===== config.mk =====
export PLATFORM = sky130hd
export DESIGN_NAME = tl_ram_responder_flat
export DESIGN_NICKNAME = d
export VERILOG_FILES = /design/src/rtl/tl_ram_responder_if.sv /design/src/rtl/tl_ram_responder.sv /design/src/flat_wrapper.sv
export SDC_FILE = /design/constraint.sdc
export NUM_CORES = 2
export LEC_CHECK = 0
export CORE_ASPECT_RATIO = 1.2
export CORE_MARGIN = 8
export CORE_UTILIZATION = 40
export CTS_CLUSTER_DIAMETER = 50
export DETAILED_ROUTE_END_ITERATION = 16
export PLACE_DENSITY = 0.58
export SLEW_MARGIN = 30
export SYNTH_ARGS = -nofsm -noshare
export SYNTH_HDL_FRONTEND = slang
export SYNTH_SLANG_ARGS = --single-unit

===== constraint.sdc =====
create_clock -name clock -period 2 [get_ports clock]
set_clock_uncertainty 0.15 [all_clocks]
set_input_delay 0.2 -clock clock [delete_from_list [all_inputs] [get_ports clock]]
set_output_delay 0.2 -clock clock [all_outputs]
set_load 0.02 [all_outputs]

===== src/rtl/tl_ram_responder_if.sv =====
// TileLink-UL A/D channel bundle between a requester and tl_ram_responder.
// master drives A and d_ready; slave drives a_ready and D.
interface tl_ram_responder_if;
    logic        auto_in_a_valid;
    logic        auto_in_a_ready;
    logic [2:0]  auto_in_a_bits_opcode;
    logic [2:0]  auto_in_a_bits_param;
    logic [3:0]  auto_in_a_bits_size;
    logic [5:0]  auto_in_a_bits_source;
    logic [28:0] auto_in_a_bits_address;
    logic [7:0]  auto_in_a_bits_mask;
    logic [63:0] auto_in_a_bits_data;
    logic        auto_in_a_bits_corrupt;

    logic        auto_in_d_valid;
    logic        auto_in_d_ready;
    logic [2:0]  auto_in_d_bits_opcode;
    logic [1:0]  auto_in_d_bits_param;
    logic [3:0]  auto_in_d_bits_size;
    logic [5:0]  auto_in_d_bits_source;
    logic        auto_in_d_bits_sink;
    logic        auto_in_d_bits_denied;
    logic [63:0] auto_in_d_bits_data;
    logic        auto_in_d_bits_corrupt;

    modport master (
        output auto_in_a_valid, auto_in_a_bits_opcode, auto_in_a_bits_param,
        output auto_in_a_bits_size, auto_in_a_bits_source,
        output auto_in_a_bits_address, auto_in_a_bits_mask,
        output auto_in_a_bits_data, auto_in_a_bits_corrupt,
        input  auto_in_a_ready,
        input  auto_in_d_valid, auto_in_d_bits_opcode, auto_in_d_bits_param,
        input  auto_in_d_bits_size, auto_in_d_bits_source, auto_in_d_bits_sink,
        input  auto_in_d_bits_denied, auto_in_d_bits_data,
        input  auto_in_d_bits_corrupt,
        output auto_in_d_ready
    );

    modport slave (
        input  auto_in_a_valid, auto_in_a_bits_opcode, auto_in_a_bits_param,
        input  auto_in_a_bits_size, auto_in_a_bits_source,
        input  auto_in_a_bits_address, auto_in_a_bits_mask,
        input  auto_in_a_bits_data, auto_in_a_bits_corrupt,
        output auto_in_a_ready,
        output auto_in_d_valid, auto_in_d_bits_opcode, auto_in_d_bits_param,
        output auto_in_d_bits_size, auto_in_d_bits_source, auto_in_d_bits_sink,
        output auto_in_d_bits_denied, auto_in_d_bits_data,
        output auto_in_d_bits_corrupt,
        input  auto_in_d_ready
    );
endinterface


===== src/rtl/tl_ram_responder.sv =====
// TileLink-UL RAM slave: 64-bit words, one-deep D holding register,
// saturating count of denied responses.
module tl_ram_responder #(
    parameter int unsigned DEPTH = 32,
    parameter logic [28:0] BASE  = 29'h0
) (
    input  logic              clock,
    input  logic              reset,
    tl_ram_responder_if.slave tl,
    output logic [7:0]        error_count
);
    localparam int unsigned IW   = $clog2(DEPTH);
    localparam logic [29:0] SPAN = 30'(DEPTH * 8);

    logic [1:0]    r_sync;
    logic          r_d_valid;
    logic [2:0]    r_d_opcode;
    logic [3:0]    r_d_size;
    logic [5:0]    r_d_source;
    logic          r_d_denied;
    logic          r_d_corrupt;
    logic [63:0]   r_d_data;
    logic [7:0]    r_err;
    logic [63:0]   r_mem [DEPTH];

    logic          w_run;
    logic          w_a_ready;
    logic          w_accept;
    logic          w_d_fire;
    logic [29:0]   w_off;
    logic [IW-1:0] w_idx;
    logic          w_in_range;
    logic          w_aligned;
    logic          w_is_get;
    logic          w_is_put;
    logic          w_legal;
    logic          w_get_ok;
    logic          w_put_ok;
    logic          w_we;
    logic [2:0]    w_n_op;
    logic          w_n_den;
    logic          w_n_cor;
    logic [63:0]   w_n_data;
    logic          w_unused;

    // Accepts are held off until the deasserted reset has crossed two flops.
    assign w_run     = r_sync[1];
    assign w_a_ready = w_run && (!r_d_valid || tl.auto_in_d_ready);
    assign w_accept  = tl.auto_in_a_valid && w_a_ready;
    assign w_d_fire  = r_d_valid && tl.auto_in_d_ready;

    // Below-BASE addresses wrap to a huge offset and fail the span test.
    assign w_off      = {1'b0, tl.auto_in_a_bits_address} - {1'b0, BASE};
    assign w_idx      = w_off[IW+2:3];
    assign w_in_range = w_off < SPAN;

    assign w_is_get = tl.auto_in_a_bits_opcode == 3'd4;
    assign w_is_put = tl.auto_in_a_bits_opcode == 3'd0
                   || tl.auto_in_a_bits_opcode == 3'd1;

    always_comb begin
        w_aligned = 1'b0;
        unique case (tl.auto_in_a_bits_size)
            4'd0:    w_aligned = 1'b1;
            4'd1:    w_aligned = tl.auto_in_a_bits_address[0] == 1'b0;
            4'd2:    w_aligned = tl.auto_in_a_bits_address[1:0] == 2'b0;
            4'd3:    w_aligned = tl.auto_in_a_bits_address[2:0] == 3'b0;
            default: w_aligned = 1'b0;
        endcase
    end

    assign w_legal  = (w_is_get || w_is_put) && w_aligned && w_in_range;
    assign w_get_ok = w_is_get && w_legal;
    assign w_put_ok = w_is_put && w_legal && !tl.auto_in_a_bits_corrupt;
    assign w_we     = w_accept && w_put_ok;

    always_comb begin
        w_n_op   = 3'd0;
        w_n_den  = 1'b0;
        w_n_cor  = 1'b0;
        w_n_data = 64'h0;
        unique case (1'b1)
            w_get_ok: begin
                w_n_op   = 3'd1;
                w_n_data = r_mem[w_idx];
            end
            w_is_get && !w_legal: begin
                w_n_op  = 3'd1;
                w_n_den = 1'b1;
                w_n_cor = 1'b1;
            end
            w_put_ok: begin
                w_n_den = 1'b0;
            end
            default: begin
                w_n_den = 1'b1;
            end
        endcase
    end

    always_ff @(posedge clock or negedge reset) begin
        if (!reset) r_sync <= 2'b00;
        else        r_sync <= {r_sync[0], 1'b1};
    end

    always_ff @(posedge clock or negedge reset) begin
        if (!reset) begin
            r_d_valid   <= 1'b0;
            r_d_opcode  <= 3'd0;
            r_d_size    <= 4'd0;
            r_d_source  <= 6'd0;
            r_d_denied  <= 1'b0;
            r_d_corrupt <= 1'b0;
            r_d_data    <= 64'h0;
        end else if (w_accept) begin
            r_d_valid   <= 1'b1;
            r_d_opcode  <= w_n_op;
            r_d_size    <= tl.auto_in_a_bits_size;
            r_d_source  <= tl.auto_in_a_bits_source;
            r_d_denied  <= w_n_den;
            r_d_corrupt <= w_n_cor;
            r_d_data    <= w_n_data;
        end else if (w_d_fire) begin
            r_d_valid   <= 1'b0;
        end
    end

    always_ff @(posedge clock or negedge reset) begin
        if (!reset)
            r_err <= 8'h00;
        else if (w_d_fire && r_d_denied && r_err != 8'hFF)
            r_err <= r_err + 8'h01;
    end

    // Storage is deliberately left out of reset so contents survive it.
    always_ff @(posedge clock) begin
        if (w_we) begin
            for (int b = 0; b < 8; b++) begin
                if (tl.auto_in_a_bits_mask[b])
                    r_mem[w_idx][b*8 +: 8] <= tl.auto_in_a_bits_data[b*8 +: 8];
            end
        end
    end

    assign w_unused = ^{tl.auto_in_a_bits_param, w_off[29:IW+3], w_off[2:0]};

    assign tl.auto_in_a_ready        = w_a_ready;
    assign tl.auto_in_d_valid        = r_d_valid;
    assign tl.auto_in_d_bits_opcode  = r_d_opcode;
    assign tl.auto_in_d_bits_param   = 2'd0;
    assign tl.auto_in_d_bits_size    = r_d_size;
    assign tl.auto_in_d_bits_source  = r_d_source;
    assign tl.auto_in_d_bits_sink    = 1'b0;
    assign tl.auto_in_d_bits_denied  = r_d_denied;
    assign tl.auto_in_d_bits_data    = r_d_data;
    assign tl.auto_in_d_bits_corrupt = r_d_corrupt;
    assign error_count               = r_err;
endmodule

===== src/flat_wrapper.sv =====
// flat-port wrapper written by rule: the top's interface ports become plain ports
module tl_ram_responder_flat 
#(
    parameter int unsigned DEPTH = 32,
    parameter logic [28:0] BASE  = 29'h0
)
  (clock, reset, error_count, tl_auto_in_a_valid, tl_auto_in_a_bits_opcode, tl_auto_in_a_bits_param, tl_auto_in_a_bits_size, tl_auto_in_a_bits_source, tl_auto_in_a_bits_address, tl_auto_in_a_bits_mask, tl_auto_in_a_bits_data, tl_auto_in_a_bits_corrupt, tl_auto_in_a_ready, tl_auto_in_d_valid, tl_auto_in_d_bits_opcode, tl_auto_in_d_bits_param, tl_auto_in_d_bits_size, tl_auto_in_d_bits_source, tl_auto_in_d_bits_sink, tl_auto_in_d_bits_denied, tl_auto_in_d_bits_data, tl_auto_in_d_bits_corrupt, tl_auto_in_d_ready);
  tl_ram_responder_if tl_i ();
  input  logic clock;
  input  logic reset;
  output logic [7:0] error_count;
  input wire logic [$bits(tl_i.auto_in_a_valid)-1:0] tl_auto_in_a_valid;
  input wire logic [$bits(tl_i.auto_in_a_bits_opcode)-1:0] tl_auto_in_a_bits_opcode;
  input wire logic [$bits(tl_i.auto_in_a_bits_param)-1:0] tl_auto_in_a_bits_param;
  input wire logic [$bits(tl_i.auto_in_a_bits_size)-1:0] tl_auto_in_a_bits_size;
  input wire logic [$bits(tl_i.auto_in_a_bits_source)-1:0] tl_auto_in_a_bits_source;
  input wire logic [$bits(tl_i.auto_in_a_bits_address)-1:0] tl_auto_in_a_bits_address;
  input wire logic [$bits(tl_i.auto_in_a_bits_mask)-1:0] tl_auto_in_a_bits_mask;
  input wire logic [$bits(tl_i.auto_in_a_bits_data)-1:0] tl_auto_in_a_bits_data;
  input wire logic [$bits(tl_i.auto_in_a_bits_corrupt)-1:0] tl_auto_in_a_bits_corrupt;
  output wire logic [$bits(tl_i.auto_in_a_ready)-1:0] tl_auto_in_a_ready;
  output wire logic [$bits(tl_i.auto_in_d_valid)-1:0] tl_auto_in_d_valid;
  output wire logic [$bits(tl_i.auto_in_d_bits_opcode)-1:0] tl_auto_in_d_bits_opcode;
  output wire logic [$bits(tl_i.auto_in_d_bits_param)-1:0] tl_auto_in_d_bits_param;
  output wire logic [$bits(tl_i.auto_in_d_bits_size)-1:0] tl_auto_in_d_bits_size;
  output wire logic [$bits(tl_i.auto_in_d_bits_source)-1:0] tl_auto_in_d_bits_source;
  output wire logic [$bits(tl_i.auto_in_d_bits_sink)-1:0] tl_auto_in_d_bits_sink;
  output wire logic [$bits(tl_i.auto_in_d_bits_denied)-1:0] tl_auto_in_d_bits_denied;
  output wire logic [$bits(tl_i.auto_in_d_bits_data)-1:0] tl_auto_in_d_bits_data;
  output wire logic [$bits(tl_i.auto_in_d_bits_corrupt)-1:0] tl_auto_in_d_bits_corrupt;
  input wire logic [$bits(tl_i.auto_in_d_ready)-1:0] tl_auto_in_d_ready;
  assign tl_i.auto_in_a_valid = tl_auto_in_a_valid;
  assign tl_i.auto_in_a_bits_opcode = tl_auto_in_a_bits_opcode;
  assign tl_i.auto_in_a_bits_param = tl_auto_in_a_bits_param;
  assign tl_i.auto_in_a_bits_size = tl_auto_in_a_bits_size;
  assign tl_i.auto_in_a_bits_source = tl_auto_in_a_bits_source;
  assign tl_i.auto_in_a_bits_address = tl_auto_in_a_bits_address;
  assign tl_i.auto_in_a_bits_mask = tl_auto_in_a_bits_mask;
  assign tl_i.auto_in_a_bits_data = tl_auto_in_a_bits_data;
  assign tl_i.auto_in_a_bits_corrupt = tl_auto_in_a_bits_corrupt;
  assign tl_auto_in_a_ready = tl_i.auto_in_a_ready;
  assign tl_auto_in_d_valid = tl_i.auto_in_d_valid;
  assign tl_auto_in_d_bits_opcode = tl_i.auto_in_d_bits_opcode;
  assign tl_auto_in_d_bits_param = tl_i.auto_in_d_bits_param;
  assign tl_auto_in_d_bits_size = tl_i.auto_in_d_bits_size;
  assign tl_auto_in_d_bits_source = tl_i.auto_in_d_bits_source;
  assign tl_auto_in_d_bits_sink = tl_i.auto_in_d_bits_sink;
  assign tl_auto_in_d_bits_denied = tl_i.auto_in_d_bits_denied;
  assign tl_auto_in_d_bits_data = tl_i.auto_in_d_bits_data;
  assign tl_auto_in_d_bits_corrupt = tl_i.auto_in_d_bits_corrupt;
  assign tl_i.auto_in_d_ready = tl_auto_in_d_ready;
  tl_ram_responder #(.DEPTH(DEPTH), .BASE(BASE)) u_core (.clock(clock), .reset(reset), .tl(tl_i), .error_count(error_count));
endmodule

==> metrics.md <==
| Metric | Value |
|---|---|
| WHS | 45.0 ps |
| Root Buffer | clkbuf_16 |
| Worst path required time | between 2000 and 2500 ps |
| Leading post-synthesis cells by cell area | edfxtp_1, mux4_2, mux2_2 |
| CP startpoint kind | flop |
| EDFF count, synth | about 2000 |
| Slew headroom | 0.628 |
| FF-to-FF End | u_core.r_mem[15][28] |
| Synthesized area | 82000 um2 |
| CTS Buf Count | about 210 |
| Area after DPL | between 90000 and 100000 um2 |
| Logic gate share of total power | 0.053 |
| Worst-margin pin slew | around 540 ps |
| Worst skew pair latency | around 870 ps |
| Synthesized area per cell | 19.5 um2 |
| Die Y | between 500 and 600 um |
| Clock Sinks | 2136 |
| Core Area | between 200000 and 250000 um2 |
| GRT Max-Usage Layer | met2 |
| Seq cells post-synth | about 2100 |
| Nets | 5279 |
| Sequential share of power | 0.517 |
| IO Pins | around 210 |
| Ys async rst share | 0.0412 |
| Die ar. | between 200000 and 250000 um2 |
| Crit path arrival time | between 2000 and 3000 ps |
| Htree depth | 4 |
| Syn-to-layout area delta | 23.9% |
| Number of global-route vias before repair | approximately 45000 |
| DRC violations left | 0 |
| Final hold violation count | 0 |
| Layout cells sized above 1 | 0.319 |
| First-pass GRT wire length | 314000 um |
| Reg2reg path depth | 8 |
| Antenna-violating nets left | 0 |
| Port Buf Inserts | 205 |
| Fmax | 445 MHz |
| Placer Congestion | 0.799 |
| Most frequently used flop master after synthesis | edfxtp_1 |
| Seq/Total Area, Yosys | 0.777 |
| Die Wd | ~430 um |
| Most frequent cell after synthesis | edfxtp_1 |
| Hold_sp | tl_auto_in_a_bits_data[1] |
| Violated checks | negative setup slack |
| Status | finished, violations left |
| R2R setup slack | -250 ps |
| Reg2reg start | u_core.tl.auto_in_d_valid |
| DP HPWL | 145000 um |
| Hold Path Sink | u_core.r_mem[18][1] |
| Worst Hold Path Cells | 2 |
| Min Tclk post-route | around 2200 ps |
| Worst min path class | in2reg |
| Pleak | between 30 and 40 nW |
| Total global routing overflow | 0 |
| Top cells by count, synth | edfxtp_1, nor2_1, mux2i_1 |
| TritonCTS clock tree | built |
| Starting density of the core | 0.401 |
| Psw | 0.0201 W |
| GR Layer Usage met3 | 0.0379 |
| Power Internal | 0.0748 W |
| Power, Total | about 0.095 W |
| RSZ-0062 raised after global routing | yes |
| Critical path type | reg2reg |
| DR WL/cell | 27.4 um |
| Post-synth top area cell | edfxtp_1 |
| M1 GR Usage | 0.254 |
| Synth unique cells | 56 |
| Crit share post-route | 1.12 |
| Row cnt | 182 |
| Critical Path End Type | flop |
| Clock-pin slew on the worst setup and hold paths | roughly 60 ps |
| Max-Cap Viols | 0 |
| Worst-path maximum fanout | 32 |
| Crit path top cell by count | buf_12 |
| Worst vdd ir | about 0.00068 V |
| Pre-CTS WS | -992 ps |
| Clk network pwr share | 0.429 |
| Clk buf depth | 3 |
| Initial DRC Count | 3998 |
| Drt total wl | roughly 220000 um |
| Worst setup margin | -250 ps |
| Max-slew violation count | 0 |
| CP max stage delay | 370 ps |
| Total GRT Usage | 0.194 |
| Initial antenna violation count | 9 |
| Top-area cell type share of the netlist area | 0.750 |
| Largest net degree at the start of global routing | 42 |
| Yosys warnings | 0 |
| Post-CTS setup buffer count | 0 |
| Switching portion of total power | 0.212 |
| Met2 GRT Util | 0.328 |
| Design area | about 100000 um2 |
| TritonRoute pass-1 iters | 5 |
| Critical path, cell by cell | nand2b_1, nand4_1, nor4_4, buf_12, nand2_2, buf_12, nor2_1, buf_4 |
| Vias | approximately 44000 |
| Cells after synthesis | ~4200 |
| Final setup vio count | between 2000 and 2500 |
| Drt via density | approximately 5.4 |
| Cell Pwr Density | 934 nW/um2 |
| Critical Path Slowest Stage Cell | dfrtp_1 |
## critical path: cells and delay by family, from the launching register on
kind                   cells  cell delay, ps
buffers and inverters      3             610
flip-flops                 1             370
AND/OR/NAND/NOR            5             730
## sequential cells by signal, summed over array words and instances, names as in the netlist
signal / count
u_core.tl.auto_in_d_bits_corrupt: 1
u_core.error_count: 8
u_core.tl.auto_in_d_valid: 1
u_core.tl.auto_in_d_bits_size: 4
u_core.r_sync: 2
u_core.r_mem: 2048
u_core.tl.auto_in_d_bits_source: 6
u_core.tl.auto_in_d_bits_denied: 1
u_core.tl.auto_in_d_bits_data: 64
u_core.tl.auto_in_d_bits_opcode: 1
## layer usage
metal  wire length (um)  vias to the layer above
met5                  0                        -
met4               6480                        0
met3              14400                      308
met2             110000                     1467
met1              89300                    22800
li1                   -                    19100
## what timing repair did
action,4_1_cts,5_1_grt
cloned,0,0
resized for setup,245,68
setup endpoints to repair,2199,2126
hold buffers,53,0
hold endpoints to repair,933,0
## final cells by class
type / count / area, um2
Multi-Input combinational cell: 1813 / 17400
Antenna cell: 7 / 17.5
Inverter: 4 / 15.0
Clock inverter: 137 / 1700
Clock buffer: 255 / 5540
Timing Repair Buffer: 994 / 9910
Fill cell: 16600 / 103000
Sequential cell: 2136 / 63700
Tap cell: 2668 / 3340
## power groups by stage
stage / Combinational (W) / Clock, W / Sequential (W)
final: 0.00506 / 0.0407 / 0.0491
after global placement: 0.00503 / 0 / 0.0501
after global routing: 0.00534 / 0.0432 / 0.0491
after CTS: 0.00514 / 0.0415 / 0.0491
after floorplan: 0.00197 / 0 / 0.0502
after detailed placement: 0.00508 / 0 / 0.0501
## cells in the final DEF (no fill, tap or decap), types with 60 or more instances in the layout
cell type / count
mux4_2: 251
dfrtp_1: 85
nor2_1: 280
edfxtp_1: 2048
nor3_1: 60
mux2i_1: 268
mux2_2: 259
nand2_1: 103
buf_4: 569
buf_12: 134
clkbuf_16: 208
a22oi_1: 119
clkdlybuf4s50_1: 122
a32o_1: 62
o22ai_1: 248
## worst max path at each step
stage	start	to	slack (ps)	cells after the start
global route	u_core.tl.auto_in_d_valid	u_core.r_mem[25][61]	-330	8
finish	u_core.tl.auto_in_d_valid	u_core.r_mem[15][28]	-250	8
CTS	u_core.tl.auto_in_d_valid	u_core.r_mem[21][20]	-270	8
floorplan	tl_auto_in_a_bits_address[17]	u_core.r_mem[12][0]	-380	6
detailed placement	tl_auto_in_a_bits_size[3]	u_core.r_mem[21][49]	-990	9
global placement	tl_auto_in_a_bits_address[26]	u_core.r_mem[21][49]	-970	9
## per-stage QoR
stage	instances	TNS [ps]	utilization
2_1_floorplan	4205	-760260	-
3_3_place_gp	7562	-1771040	0.457
3_5_place_dp	7562	-1806730	0.457
4_1_cts	8007	-419130	0.496
5_1_grt	8010	-529440	0.497
6_report	8014	-361010	0.497
## cells by family (layout without fill, tap and decap cells)
group	count (synthesis)	in the layout	synth area share
xor+xnor	7	7	0.000748
flops	2136	2136	0.777
other cells	2	13	0.0000916
simple gates	557	557	0.0299
compound gates	464	464	0.0404
mux	778	778	0.137
buf+inv	256	1390	0.0149
fa+ha+maj	1	1	0.000153
Note: power is estimated with default switching activity, not from simulation.
